## config.mk

```make
export PLATFORM = sky130hd
export DESIGN_NAME = i2c_apb_sequencer
export DESIGN_NICKNAME = d
export VERILOG_FILES = /design/src/rtl/i2c_seq_pkg.sv /design/src/rtl/i2c_seq_apb_xfer.sv /design/src/rtl/i2c_apb_sequencer.sv
export SDC_FILE = /design/constraint.sdc
export NUM_CORES = 1
export LEC_CHECK = 0
export CORE_AREA = 3 3 84 146
export DETAILED_ROUTE_END_ITERATION = 10
export DIE_AREA = 0 0 87 149
export PLACE_DENSITY_LB_ADDON = 0.2
export SYNTH_ARGS = -nofsm -noshare
export SYNTH_HDL_FRONTEND = slang
export SYNTH_SLANG_ARGS = --single-unit
```

## constraint.sdc

```tcl
create_clock -name clk -period 2.4 [get_ports clk]
set_input_delay 0.24 -clock clk [delete_from_list [all_inputs] [get_ports clk]]
set_output_delay 0.24 -clock clk [all_outputs]
set_load 0.05 [all_outputs]
```

## src/rtl/i2c_seq_pkg.sv

```systemverilog
// Shared constants for the i2c_master_top register sequencer: register offsets,
// CR/SR/CTR bit definitions, response codes and the transaction state encoding.
package i2c_seq_pkg;

  localparam logic [7:0] OFF_PRER_LO = 8'h00;
  localparam logic [7:0] OFF_PRER_HI = 8'h04;
  localparam logic [7:0] OFF_CTR     = 8'h08;
  localparam logic [7:0] OFF_TXR     = 8'h0C;
  localparam logic [7:0] OFF_RXR     = 8'h0C;
  localparam logic [7:0] OFF_CR      = 8'h10;
  localparam logic [7:0] OFF_SR      = 8'h10;

  localparam logic [7:0] CR_STA  = 8'h80;
  localparam logic [7:0] CR_STO  = 8'h40;
  localparam logic [7:0] CR_RD   = 8'h20;
  localparam logic [7:0] CR_WR   = 8'h10;
  localparam logic [7:0] CR_ACK  = 8'h08;
  localparam logic [7:0] CR_IACK = 8'h01;

  localparam int SR_RXACK = 7;
  localparam int SR_TIP   = 1;
  localparam int SR_IF    = 0;

  localparam logic [7:0] CTR_EN  = 8'h80;
  localparam logic [7:0] CTR_IEN = 8'h40;

  localparam logic [1:0] ERR_OK      = 2'd0;
  localparam logic [1:0] ERR_NACK    = 2'd1;
  localparam logic [1:0] ERR_TIMEOUT = 2'd2;

  typedef enum logic [3:0] {
    S_INIT_LO,
    S_INIT_HI,
    S_INIT_CTR,
    S_IDLE,
    S_TXR,
    S_CR,
    S_WAIT,
    S_SR,
    S_IACK,
    S_STOP,
    S_RXR,
    S_RESP,
    S_DONE
  } state_e;

endpackage

```

## src/rtl/i2c_seq_apb_xfer.sv

```systemverilog
// Single APB master transfer: setup cycle, access cycles until ready, then idle.
// done_o pulses (and rdata_o updates) the cycle after the access completes.
module i2c_seq_apb_xfer #(
  parameter logic [31:0] BASE_ADDR = 32'h0000_0000
) (
  input  logic        clk_i,
  input  logic        rst_ni,
  input  logic        start_i,
  input  logic        wr_i,
  input  logic [7:0]  offset_i,
  input  logic [7:0]  wdata_i,
  output logic        done_o,
  output logic [7:0]  rdata_o,
  output logic        apb_sel_o,
  output logic        apb_en_o,
  output logic        apb_write_o,
  output logic [31:0] apb_addr_o,
  output logic [31:0] apb_wdata_o,
  input  logic [31:0] apb_rdata_i,
  input  logic        apb_ready_i
);

  logic        sel_q, en_q, write_q, done_q;
  logic [31:0] addr_q, wdata_q;
  logic [7:0]  rdata_q;

  // Only the low byte of the core's registers carries data.
  logic unused_rdata_hi;
  assign unused_rdata_hi = ^apb_rdata_i[31:8];

  always_ff @(posedge clk_i or negedge rst_ni) begin
    if (!rst_ni) begin
      sel_q   <= 1'b0;
      en_q    <= 1'b0;
      write_q <= 1'b0;
      done_q  <= 1'b0;
      addr_q  <= 32'h0;
      wdata_q <= 32'h0;
      rdata_q <= 8'h00;
    end else begin
      done_q <= 1'b0;
      if (!sel_q) begin
        if (start_i) begin
          sel_q   <= 1'b1;
          write_q <= wr_i;
          addr_q  <= BASE_ADDR + {24'h0, offset_i};
          wdata_q <= {24'h0, wdata_i};
        end
      end else if (!en_q) begin
        en_q <= 1'b1;
      end else if (apb_ready_i) begin
        sel_q   <= 1'b0;
        en_q    <= 1'b0;
        done_q  <= 1'b1;
        rdata_q <= apb_rdata_i[7:0];
      end
    end
  end

  assign done_o      = done_q;
  assign rdata_o     = rdata_q;
  assign apb_sel_o   = sel_q;
  assign apb_en_o    = en_q;
  assign apb_write_o = write_q;
  assign apb_addr_o  = addr_q;
  assign apb_wdata_o = wdata_q;

endmodule

```

## src/rtl/i2c_apb_sequencer.sv

```systemverilog
// Turns single-byte register read/write requests into i2c_master_top APB sequences.
// Optional I2C_SEQ_IRQ_WAIT_EN: wait for irq instead of polling SR, then IACK.
//   state      | meaning
//   S_INIT_*   | write PRER_LO, PRER_HI, CTR
//   S_IDLE     | req_ready=1, accept request
//   S_TXR      | write TXR with current byte
//   S_CR       | write CR command for current byte
//   S_WAIT     | poll SR (or wait for irq) until TIP=0
//   S_SR/IACK  | irq build: read SR, then acknowledge interrupt
//   S_STOP     | write CR=STO after NACK or timeout
//   S_RXR      | read received byte
//   S_RESP     | pulse rsp_valid
//   S_DONE     | drop busy, return to idle
module i2c_apb_sequencer
  import i2c_seq_pkg::*;
#(
  parameter logic [15:0] PRESCALE   = 16'd199,
  parameter logic [31:0] BASE_ADDR  = 32'h0000_0000,
  parameter logic [15:0] POLL_LIMIT = 16'hFFFF
) (
  input  logic        clk,
  input  logic        resetn,
  input  logic        req_valid,
  output logic        req_ready,
  input  logic        req_wr,
  input  logic [6:0]  req_dev_addr,
  input  logic [7:0]  req_reg_addr,
  input  logic [7:0]  req_wdata,
  output logic        rsp_valid,
  output logic [7:0]  rsp_rdata,
  output logic [1:0]  rsp_err,
  output logic        busy,
  output logic        apb_sel,
  output logic        apb_en,
  output logic        apb_write,
  output logic [31:0] apb_addr,
  output logic [31:0] apb_wdata,
  input  logic [31:0] apb_rdata,
  input  logic        apb_ready,
  input  logic        irq
);

`ifdef I2C_SEQ_IRQ_WAIT_EN
  localparam logic [7:0] CTR_INIT = CTR_EN | CTR_IEN;
`else
  localparam logic [7:0] CTR_INIT = CTR_EN;
`endif
  localparam logic [15:0] LIM_M1 = POLL_LIMIT - 16'd1;

  state_e      state_q;
  logic        issued_q, start_q, xwr_q;
  logic [7:0]  xoff_q, xdata_q;
  logic        req_wr_q;
  logic [6:0]  dev_q;
  logic [7:0]  reg_q, wdat_q, rd_data_q;
  logic [1:0]  byte_q, err_q;
  logic [15:0] poll_q;
  logic        stopping_q, ready_q, busy_q, rsp_valid_q;
  logic [7:0]  rsp_rdata_q;
  logic [1:0]  rsp_err_q;

  logic        xfer_done;
  logic [7:0]  xfer_rdata;
  logic        is_xfer, xwr_d;
  logic [7:0]  xoff_d, xdata_d, sr_val;
  logic        last_byte, last_rd;

`ifdef I2C_SEQ_IRQ_WAIT_EN
  logic [7:0]  sr_q;
  assign sr_val = sr_q;
`else
  logic unused_irq;
  assign unused_irq = irq;
  assign sr_val = xfer_rdata;
`endif

  assign last_rd   = !req_wr_q && (byte_q == 2'd3);
  assign last_byte = req_wr_q ? (byte_q == 2'd2) : (byte_q == 2'd3);

  // APB command implied by the current state; launched once per state visit.
  always_comb begin
    is_xfer = 1'b1;
    xwr_d   = 1'b1;
    xoff_d  = OFF_CR;
    xdata_d = 8'h00;
    case (state_q)
      S_INIT_LO: begin xoff_d = OFF_PRER_LO; xdata_d = PRESCALE[7:0]; end
      S_INIT_HI: begin xoff_d = OFF_PRER_HI; xdata_d = PRESCALE[15:8]; end
      S_INIT_CTR: begin xoff_d = OFF_CTR; xdata_d = CTR_INIT; end
      S_TXR: begin
        xoff_d = OFF_TXR;
        case (byte_q)
          2'd0:    xdata_d = {dev_q, 1'b0};
          2'd1:    xdata_d = reg_q;
          default: xdata_d = req_wr_q ? wdat_q : {dev_q, 1'b1};
        endcase
      end
      S_CR: begin
        case (byte_q)
          2'd0:    xdata_d = CR_STA | CR_WR;
          2'd1:    xdata_d = CR_WR;
          2'd2:    xdata_d = req_wr_q ? (CR_WR | CR_STO) : (CR_STA | CR_WR);
          default: xdata_d = CR_RD | CR_ACK | CR_STO;
        endcase
      end
`ifdef I2C_SEQ_IRQ_WAIT_EN
      S_SR:   begin xwr_d = 1'b0; xoff_d = OFF_SR; end
      S_IACK: xdata_d = CR_IACK;
`else
      S_WAIT: begin xwr_d = 1'b0; xoff_d = OFF_SR; end
`endif
      S_STOP: xdata_d = CR_STO;
      S_RXR:  begin xwr_d = 1'b0; xoff_d = OFF_RXR; end
      default: is_xfer = 1'b0;
    endcase
  end

  always_ff @(posedge clk or negedge resetn) begin
    if (!resetn) begin
      state_q     <= S_INIT_LO;
      issued_q    <= 1'b0;
      start_q     <= 1'b0;
      xwr_q       <= 1'b0;
      xoff_q      <= 8'h00;
      xdata_q     <= 8'h00;
      req_wr_q    <= 1'b0;
      dev_q       <= 7'h00;
      reg_q       <= 8'h00;
      wdat_q      <= 8'h00;
      rd_data_q   <= 8'h00;
      byte_q      <= 2'd0;
      err_q       <= ERR_OK;
      poll_q      <= 16'h0;
      stopping_q  <= 1'b0;
      ready_q     <= 1'b0;
      busy_q      <= 1'b1;
      rsp_valid_q <= 1'b0;
      rsp_rdata_q <= 8'h00;
      rsp_err_q   <= ERR_OK;
`ifdef I2C_SEQ_IRQ_WAIT_EN
      sr_q        <= 8'h00;
`endif
    end else begin
      start_q     <= 1'b0;
      rsp_valid_q <= 1'b0;
      if (is_xfer && !issued_q) begin
        start_q  <= 1'b1;
        issued_q <= 1'b1;
        xwr_q    <= xwr_d;
        xoff_q   <= xoff_d;
        xdata_q  <= xdata_d;
      end
      if (xfer_done) issued_q <= 1'b0;

      case (state_q)
        S_INIT_LO:  if (xfer_done) state_q <= S_INIT_HI;
        S_INIT_HI:  if (xfer_done) state_q <= S_INIT_CTR;
        S_INIT_CTR: if (xfer_done) begin
          state_q <= S_IDLE;
          busy_q  <= 1'b0;
          ready_q <= 1'b1;
        end
        S_IDLE: if (req_valid && ready_q) begin
          req_wr_q   <= req_wr;
          dev_q      <= req_dev_addr;
          reg_q      <= req_reg_addr;
          wdat_q     <= req_wdata;
          ready_q    <= 1'b0;
          busy_q     <= 1'b1;
          byte_q     <= 2'd0;
          err_q      <= ERR_OK;
          stopping_q <= 1'b0;
          rd_data_q  <= 8'h00;
          state_q    <= S_TXR;
        end
        S_TXR: if (xfer_done) state_q <= S_CR;
        S_CR:  if (xfer_done) begin
          poll_q  <= 16'h0;
          state_q <= S_WAIT;
        end
`ifdef I2C_SEQ_IRQ_WAIT_EN
        S_WAIT: begin
          if (irq) state_q <= S_SR;
          else if (poll_q == LIM_M1) begin
            err_q   <= ERR_TIMEOUT;
            state_q <= stopping_q ? S_RESP : S_STOP;
          end else poll_q <= poll_q + 16'd1;
        end
        S_SR: if (xfer_done) begin
          sr_q    <= xfer_rdata;
          state_q <= S_IACK;
        end
        S_IACK: if (xfer_done) begin
`else
        S_WAIT: if (xfer_done) begin
`endif
          if (sr_val[SR_TIP]) begin
`ifdef I2C_SEQ_IRQ_WAIT_EN
            state_q <= S_WAIT;
`else
            if (poll_q == LIM_M1) begin
              err_q   <= ERR_TIMEOUT;
              state_q <= stopping_q ? S_RESP : S_STOP;
            end else poll_q <= poll_q + 16'd1;
`endif
          end else if (stopping_q) begin
            state_q <= S_RESP;
          end else if (sr_val[SR_RXACK] && !last_rd) begin
            err_q   <= ERR_NACK;
            state_q <= S_STOP;
          end else if (last_byte) begin
            state_q <= req_wr_q ? S_RESP : S_RXR;
          end else begin
            byte_q  <= byte_q + 2'd1;
            // The final read byte is a bare CR command with no TXR load.
            state_q <= (!req_wr_q && byte_q == 2'd2) ? S_CR : S_TXR;
          end
        end
        S_STOP: if (xfer_done) begin
          if (err_q == ERR_TIMEOUT) state_q <= S_RESP;
          else begin
            stopping_q <= 1'b1;
            poll_q     <= 16'h0;
            state_q    <= S_WAIT;
          end
        end
        S_RXR: if (xfer_done) begin
          rd_data_q <= xfer_rdata;
          state_q   <= S_RESP;
        end
        S_RESP: begin
          rsp_valid_q <= 1'b1;
          rsp_err_q   <= err_q;
          rsp_rdata_q <= rd_data_q;
          state_q     <= S_DONE;
        end
        S_DONE: begin
          busy_q  <= 1'b0;
          ready_q <= 1'b1;
          state_q <= S_IDLE;
        end
        default: state_q <= S_INIT_LO;
      endcase
    end
  end

  i2c_seq_apb_xfer #(.BASE_ADDR(BASE_ADDR)) u_xfer (
    .clk_i       (clk),
    .rst_ni      (resetn),
    .start_i     (start_q),
    .wr_i        (xwr_q),
    .offset_i    (xoff_q),
    .wdata_i     (xdata_q),
    .done_o      (xfer_done),
    .rdata_o     (xfer_rdata),
    .apb_sel_o   (apb_sel),
    .apb_en_o    (apb_en),
    .apb_write_o (apb_write),
    .apb_addr_o  (apb_addr),
    .apb_wdata_o (apb_wdata),
    .apb_rdata_i (apb_rdata),
    .apb_ready_i (apb_ready)
  );

  assign req_ready = ready_q;
  assign busy      = busy_q;
  assign rsp_valid = rsp_valid_q;
  assign rsp_rdata = rsp_rdata_q;
  assign rsp_err   = rsp_err_q;

endmodule

```

==> results.ini <==
[floorplan]
dieArea_um2 = 13000
pin_count = 141
rows = 51
die_w_um = 87
die_y_um = 149
core_um2 = 11200
start_util_pct = 50.0

[timing]
slew_viol_final = 0
finalClockSkew_ns = 0.0103
fmaxAchievable_ghz = 0.462
tightest_slew_ns = 0.729
holdWs_ns = 0.422
grt_setup_unrepaired = false
slew_headroom_pct = 51.4
fin_crit_sh_pct = 90.2
layout_min_cycle_time_ns = 2.17
finalSetupTns_ns = 0
hold_viol_final = 0
finalSetupViolCount = 0

[critical_path]
cp.arrival_ns = 2.40
crit_slowest_cell = or4_1
critPathKind = register to register
critPathLaunchType = register
cp_max_fo = 17
cp-end-kind = register
crit_family = simple AND/OR/NAND/NOR gates
max_stage_delay_ns = 0.59
cp.required_ns = 2.63
cp_num_buf_inv = 1
crit_chain = inv_1 > ha_1 > nand4_1 > or4_1 > nor2_4 > nor4_1 > o21a_1

[detailed_routing]
vias = 4370
drt_pass1_iterations = 5
drc_errors = 0
vias_per_cell = 5.55
drt_iter0_markers = 260
wl_met1_um = 5030
drt_wl_total_um = 13300
top_layer_used = met4
routedWlPerCell_um = 16.9
dr_wl_met3_um = 510
drtAntennaViolNets = 0
wl_met2_um = 7460

[final_layout]
layout_commonest_cell = dfrtp_1
final_cell_mix = 106 x dfrtp_1, 104 x nand2_1, 61 x clkdlybuf4s50_1
n_antenna_cell = 0
area_delta_synth_final_pct = 17.0
fin_nets = 719
drive_gt1_share_pct = 12.3

[synth]
synth_top_cell_area_share_pct = 47.5
synth_seq_cells = 107
avgSynthCellArea_um2 = 9.51
synth_warnings = 0
ys_seq_area_share_pct = 48.0
synth_edf_count = 0
synthFlopType = dfrtp_1
synth_area_leader_cell = dfrtp_1
syn_inst = 587
syn_area_um2 = 5580
synth.distinct_cells = 59
synth-async-reset-ratio_pct = 100
synth.area.top_cells = dfrtp_1 48%, buf_4 7.1%, nand2_1 7.0%

[pwr]
powerDensity_nw_per_um2 = 1230
ir_drop_mv = 0.704
p_leak_uw = 0.00301
power_uw = 8020

[clocking]
cts_buffers = 9
post_cts_resized = 0
hold_buffers = 1
cts.path.max_buffers = 2
htreeDepth = 3
cts_tree = yes
cts_root_buffer = clkbuf_16
post_cts_buffers = 0
clk_latency_ns = 0.35
cts_sinks = 107
clkTransAtPathRegs_ns = 0.08

[global_route]
antenna_found_initial = 0
overflow = 0
track_usage_pct = 21.2
grt_max_degree = 48
grt_pass1_wl_um = 22000
grt_pass1_vias = 4517

[place]
dpl.hpwl_um = 9950
gp_congestion = 0.933
io_buffers = 62

[flow_run]
cap_violations = 0

[hold_path]
hold_class = primary input to register

[status]
outcome = completed

-- final cells by class --
cell class              count  area [µm²]
inverters                  21        78.8
repair buffers             84         798
flip-flops and latches    107        2680
fillers                   990        4640
clock buffers               9         225
multi-input cells         428        2490
well taps                 132         165
clock inverters             7        92.6
-- path summary, 6_finish.rpt --
| kind | from | end | slack (ns) | cells after the start |
|---|---|---|---|---|
| max | poll_q[0]$_DFFE_PN0P_ | poll_q[10]$_DFFE_PN0P_ | 0.23 | 7 |
| min | req_reg_addr[1] | reg_q[1]$_DFFE_PN0P_ | 0.42 | 3 |
| max reg2reg | poll_q[0]$_DFFE_PN0P_ | poll_q[10]$_DFFE_PN0P_ | 0.23 | 7 |
| min reg2reg | u_xfer.rdata_o[0]$_DFFE_PN0P_ | rd_data_q[0]$_DFFE_PN0P_ | 0.47 | 2 |
| max in group asynchronous | resetn | rsp_rdata[3]$_DFFE_PN0P_ | 1.27 | 3 |
| min in group asynchronous | resetn | rsp_valid$_DFF_PN0_ | 0.45 | 2 |
-- layer usage --
metal | up-vias | GRT usage, %
met5 | - | 0
met4 | 0 | 7.72
met3 | 19 | 2.87
met2 | 121 | 39.0
met1 | 2146 | 24.5
li1 | 2084 | -
-- sequential cells by signal, indices dropped and copies added (netlist names), 4 cells and up --
signal,flops
dev_q,7
xdata_q,8
u_xfer.rdata_o,8
wdat_q,8
rd_data_q,8
state_q,4
reg_q,8
poll_q,16
rsp_rdata,8
u_xfer.apb_wdata_o,8
-- Yosys cell counts, types with 3 or more instances --
| master | number |
|---|---|
| dfrtp_1 | 106 |
| nand2_1 | 104 |
| buf_4 | 53 |
| mux2_2 | 33 |
| a21oi_1 | 32 |
| o21ai_0 | 28 |
| nor2_1 | 26 |
| nand3_1 | 25 |
| inv_1 | 20 |
| clkbuf_1 | 19 |
| nand4_1 | 12 |
| o31ai_1 | 12 |
| nand2b_1 | 10 |
| a22o_1 | 7 |
| buf_2 | 7 |
| ha_1 | 7 |
| or4_1 | 7 |
| a222oi_1 | 6 |
| a31oi_1 | 4 |
| o32ai_1 | 4 |
| or3_1 | 4 |
| a22oi_1 | 3 |
| and2_1 | 3 |
| buf_1 | 3 |
| o21ai_1 | 3 |
| o21bai_1 | 3 |
-- through the flow --
stage	util (%)	std cells	area, µm²	setup slack [ns]
6_report	58.5	788	6530	0.235
5_1_grt	58.5	788	6530	0.0946
3_3_place_gp	55.6	771	6200	0.344
2_1_floorplan	-	639	5780	0.538
3_5_place_dp	55.6	771	6200	0.283
4_1_cts	58.5	788	6530	0.256
-- worst reg2reg max path: stages (launching register included) --
cell,delay (ns)
dfrtp_1,0.43
inv_1,0.09
ha_1,0.14
nand4_1,0.14
or4_1,0.60
nor2_4,0.38
nor4_1,0.10
o21a_1,0.18
-- logic make-up after synthesis --
family | after synthesis | share of synthesized area [%]
flops | 107 | 48.0
buf+inv | 104 | 10.8
mux | 35 | 7.02
simple gates | 209 | 17.9
fa+ha+maj | 7 | 1.57
compound gates | 124 | 14.6
other cells | 1 | 0.0672
-- report_power, final --
| part | total (µW) | switching (µW) | internal, µW | leakage [µW] |
|---|---|---|---|---|
| clock | 1560 | 716 | 840 | 0.000156 |
| combinational | 3450 | 2120 | 1320 | 0.00147 |
| sequential | 3020 | 539 | 2480 | 0.00138 |
No activity file was read; power rests on OpenSTA's default activity.
